[src/rtl/hazard_stall_ctrl.sv]
// Load-use / mult-div hazard controller for the 5-stage MIPS pipeline.
// Optional build macro HAZARD_PERF_EN adds StallCount/FlushCount event counters.
module hazard_stall_ctrl #(
    parameter int unsigned MUL_CYCLES = 4,
    parameter int unsigned DIV_CYCLES = 32
) (
    input  logic        clk,
    input  logic        rst,
    input  logic [4:0]  IFIDRs,
    input  logic [4:0]  IFIDRt,
    input  logic        IFIDUsesRt,
    input  logic        IDEXMemRead,
    input  logic [4:0]  IDEXRt,
    input  logic        IDBranchTaken,
    input  logic        IDMdStart,
    input  logic        IDMdIsDiv,
    input  logic        IDReadsHiLo,
    output logic        PCWrite,
    output logic        IFIDWrite,
    output logic        IDEXBubble,
    output logic        IFIDFlush,
    output logic        MdBusy,
    output logic        MdDone
`ifdef HAZARD_PERF_EN
    ,
    output logic [31:0] StallCount,
    output logic [31:0] FlushCount
`endif
);

    localparam int unsigned CW = $clog2(DIV_CYCLES + 1);

    typedef enum logic {
        IDLE    = 1'b0,
        MD_BUSY = 1'b1
    } state_t;

    state_t          state;
    state_t          state_nxt;
    logic [CW-1:0]   md_cnt;
    logic [CW-1:0]   md_cnt_nxt;

    logic            load_use;
    logic            md_stall;
    logic            md_last;
    logic            md_issue;

    // Hazard detection; the bubble itself clears IDEXMemRead, so load_use needs no state.
    always_comb begin
        load_use = IDEXMemRead && (IDEXRt != 5'd0) &&
                   ((IDEXRt == IFIDRs) || (IFIDUsesRt && (IDEXRt == IFIDRt)));
        md_stall = (state == MD_BUSY) && (IDReadsHiLo || IDMdStart);
        md_last  = (state == MD_BUSY) && (md_cnt == CW'(1));
        md_issue = (state == IDLE) && IDMdStart && !load_use;
    end

    // Next-state and pipeline-control outputs.
    always_comb begin
        state_nxt  = state;
        md_cnt_nxt = md_cnt;
        PCWrite    = 1'b1;
        IFIDWrite  = 1'b1;
        IDEXBubble = 1'b0;
        IFIDFlush  = 1'b0;
        MdBusy     = 1'b0;
        MdDone     = 1'b0;

        case (state)
            IDLE: begin
                if (md_issue) begin
                    state_nxt  = MD_BUSY;
                    md_cnt_nxt = IDMdIsDiv ? CW'(DIV_CYCLES) : CW'(MUL_CYCLES);
                end
            end
            MD_BUSY: begin
                MdBusy = 1'b1;
                if (md_last) begin
                    MdDone     = 1'b1;
                    state_nxt  = IDLE;
                    md_cnt_nxt = '0;
                end else begin
                    md_cnt_nxt = md_cnt - CW'(1);
                end
            end
            default: begin
                state_nxt  = IDLE;
                md_cnt_nxt = '0;
            end
        endcase

        if (rst) begin
            PCWrite    = 1'b0;
            IFIDWrite  = 1'b0;
            IDEXBubble = 1'b1;
            IFIDFlush  = 1'b1;
            MdBusy     = 1'b0;
            MdDone     = 1'b0;
        end else if (load_use || md_stall) begin
            PCWrite    = 1'b0;
            IFIDWrite  = 1'b0;
            IDEXBubble = 1'b1;
        end else if (IDBranchTaken) begin
            IFIDFlush  = 1'b1;
        end
    end

    always_ff @(posedge clk) begin
        if (rst) begin
            state  <= IDLE;
            md_cnt <= '0;
        end else begin
            state  <= state_nxt;
            md_cnt <= md_cnt_nxt;
        end
    end

`ifdef HAZARD_PERF_EN
    logic stall_ev;
    logic flush_ev;

    always_comb begin
        stall_ev = !rst && (load_use || md_stall);
        flush_ev = !rst && IDBranchTaken && !load_use && !md_stall;
    end

    // Saturating event counters.
    always_ff @(posedge clk) begin
        if (rst) begin
            StallCount <= '0;
            FlushCount <= '0;
        end else begin
            if (stall_ev && (StallCount != 32'hFFFF_FFFF)) begin
                StallCount <= StallCount + 32'd1;
            end
            if (flush_ev && (FlushCount != 32'hFFFF_FFFF)) begin
                FlushCount <= FlushCount + 32'd1;
            end
        end
    end
`endif

endmodule

[config.mk]
export PLATFORM = sky130hd
export DESIGN_NAME = hazard_stall_ctrl
export DESIGN_NICKNAME = d
export VERILOG_FILES = /design/src/rtl/hazard_stall_ctrl.sv
export SDC_FILE = /design/constraint.sdc
export NUM_CORES = 1
export LEC_CHECK = 0
export BUFFER_PORTS_ARGS = -buffer_cell sky130_fd_sc_hd__buf_2
export CAP_MARGIN = 20
export CORE_AREA = 3 3 40 42
export DETAILED_ROUTE_END_ITERATION = 8
export DIE_AREA = 0 0 43 45
export PLACE_DENSITY = 0.79
export SYNTH_ARGS = -nofsm -noshare
export SYNTH_HDL_FRONTEND = slang
export SYNTH_SLANG_ARGS = --single-unit
[constraint.sdc]
create_clock -name clk -period 3.4 [get_ports clk]
set_input_delay 0.68 -clock clk [delete_from_list [all_inputs] [get_ports clk]]
set_output_delay 0.68 -clock clk [all_outputs]
set_load 0.05 [all_outputs]
==> results.md <==
* Post-route insts no fill at 121
* Most frequent cell after synthesis: xnor2_1
* RSZ-0062 raised after global routing: no
* Cell variety after synth at 37
* DRC Markers at 0
* Worst Path Arrival at 2.13 ns
* Worst path max stage delay at 0.54 ns
* CTS buffer count at 3
* Largest net degree at the start of global routing at 17
* TNS Setup at 0 ns
* First-pass GRT wire length at 2.29 mm
* Placer Congestion at 0.789
* Largest family of logic cells by synthesized area: simple AND/OR/NAND/NOR gates
* Diodes inserted at 0
* Mapped Cells at 77
* Setup Skew at 0.00316 ns
* Synth Flop Type: dfxtp_1
* GR Util All Layers at 15.6%
* Cell taking the most area after synthesis: dfxtp_1
* Post-synthesis mux area share at 3.53%
* Commonest cells in the netlist: 10 x xnor2_1, 8 x nor2_1, 7 x dfxtp_1, 7 x nand2_1, 4 x inv_1
* Share of cells above drive strength 1 at 33.0%
* FF/Latch Area at 140 sq um
* WL final at 1.36 mm
* Max-Cap Viols at 0
* Hold Violations, Final at 0
* Simple logic cell fraction of the synthesized area at 26.1%
* Rel. slew slack at 79.0%
* Synth Area in Compound Gates at 21.4%
* FMAX at 355 MHz
* Std cell rows at 13
* Area share of the largest cell type after synthesis at 23.2%
* Synth warn at 0
* Core Footprint at 1280 sq um
* Port bufs at 28
* Via count at 626
* Fin crit share at 82.8%
* Syn Nets at 102
* Resize count post-CTS at 0
* Crit path time final at 2.81 ns
* Drt first pass iters at 2
* Post-CTS Setup Inserts at 0
* Mapped Area at 603 sq um
* Initial Util at 46.9%
* Final nets at 132
* Crit path max fanout at 3
* Hold WC Path Type: reg -> reg
* Worst-Margin Slew at 0.314 ns
* Leak at 0.331 nW
* Initial antenna violation count at 0
* Wire per inst at 11.3 microns
* Largest delay share family, worst path: simple AND/OR/NAND/NOR gates
* Worst path slowest cell: or4_1
* Cell mode on critical path: buf_2
* Register area share after synthesis at 23.2%
* HPWL after DPL at 1.15 mm
* Multi-input gate area at 429 sq um
* Worst-path clk slew at 0.05 ns
* CP Data Required Time at 2.72 ns
* Crit end category: output port
* # fillers at 133
* Total global routing overflow at 0
* Post-synth EDFFs at 0
* Mean Syn Cell Area at 7.83 sq um
* CTS tree: built
* H-Tree Depth at 1
* Critical path buffers and inverters at 2
* Post-route ant nets at 0
* Worst-path cell chain: buf_2 > or4_1 > o21ai_2 > o21ai_1 > or2_2 > buf_2
* Syn-to-layout area delta at 28.2%
* Final worst setup slack at 0.586 ns
* Root Driver: clkbuf_4
* Clk buf depth at 2
* Status: completed
* # hold bufs at CTS at 0
* Post-Synth XOR/XNOR Area at 16.0%
* Place WS at 0.579 ns
* #FFs+latches synth at 7
* Boundary pin count at 29
* DIE WIDTH at 43 microns
* Adder-cell share of the synthesized area at 4.15%
* Share of flip-flops with an asynchronous set or reset at 0%
* PD cells at 371 nW/um^2
* CTS Sinks at 7
* Placed insts at 117
* Clock Latency Late Sink at 0.25 ns
* Crit Path Category: in -> out
* Die area at 1940 sq um
* Startpoint types: input pin
* Vias in the first global route at 606
* Top cells by area, synth: dfxtp_1 23%, xnor2_1 15%, nor2_1 5.0%
* Via density at 5.17
* Final slew viol count at 0
* Die Y at 45 microns
* Initial drt markers at 7
* Final setup viols at 0
* Worst IR Drop VDD at 123 uV
## per-stage QoR
| stage | instance area [sq um] | total power, mW | hold slack [ns] | util [%] |
|---|---|---|---|---|
| 3_5_place_dp | 747 | 0.214 | 0.491 | 58.1 |
| 4_1_cts | 773 | 0.292 | 0.502 | 60.2 |
| 5_1_grt | 773 | 0.308 | 0.541 | 60.2 |
| 3_3_place_gp | 747 | 0.211 | 0.485 | 58.1 |
| 2_1_floorplan | 603 | 0.183 | 0.465 | - |
| 6_report | 773 | 0.287 | 0.498 | 60.2 |
## path summary, 6_finish.rpt
path                                  to              startpoint  slack (ns)  cells after the start
setup / recovery              IDEXBubble               IDEXRt[1]        0.59                      6
hold / removal    md_cnt[5]$_SDFFE_PP0P_  md_cnt[5]$_SDFFE_PP0P_        0.50                      2
setup reg to reg  md_cnt[5]$_SDFFE_PP0P_  md_cnt[2]$_SDFFE_PP0P_        1.89                      5
hold reg to reg   md_cnt[5]$_SDFFE_PP0P_  md_cnt[5]$_SDFFE_PP0P_        0.50                      2
## layout by cell type (no fill, tap or decap), types with 2 or more instances in the layout
master and count:
nand3_1 2, nor2_1 8, a21oi_1 2, clkbuf_4 3, nand3b_1 2, dfxtp_1 7
or3_1 3, buf_2 28, xnor2_1 10, inv_1 4, nor3_1 2, nor3b_1 2
ha_1 2, nand2_1 7
## sequential cells by signal (all words and copies together) (netlist names)
name,count
md_cnt,6
state,1
## power by group
part / internal (mW) / leakage (nW) / total, mW / switching (mW)
clock: 0.0447 / 0.0150 / 0.0747 / 0.0300
sequential: 0.0906 / 0.0576 / 0.0997 / 0.00916
combinational: 0.0474 / 0.259 / 0.112 / 0.0649
## per-layer routing
metal	track usage (%)	vias up	share of wire (%)
met2	30.2	22	53
met5	0	-	0
met4	9.04	0	1.2
met3	1.20	2	5.6
li1	-	328	-
met1	16.4	274	40
## cell families (layout without fill, tap and decap cells)
family          Yosys count  count (layout)
compound gates           16              16
buf+inv                   8              37
mux                       2               2
flops                     7               7
xor+xnor                 11              11
fa+ha+maj                 2               2
simple gates             31              31
## worst min-delay path, stage by stage (launching register included)
cell and delay (ns):
dfxtp_1 0.32, nand2b_1 0.07, mux2i_1 0.06
## final cells by class
type | count | share of cell area (%)
Sequential cell | 7 | 18.1
Clock buffer | 4 | 3.40
Inverter | 5 | 2.43
Multi-Input combinational cell | 62 | 55.5
Tap cell | 15 | 2.43
Timing Repair Buffer | 28 | 18.1
(Power assumes the default switching activity.)
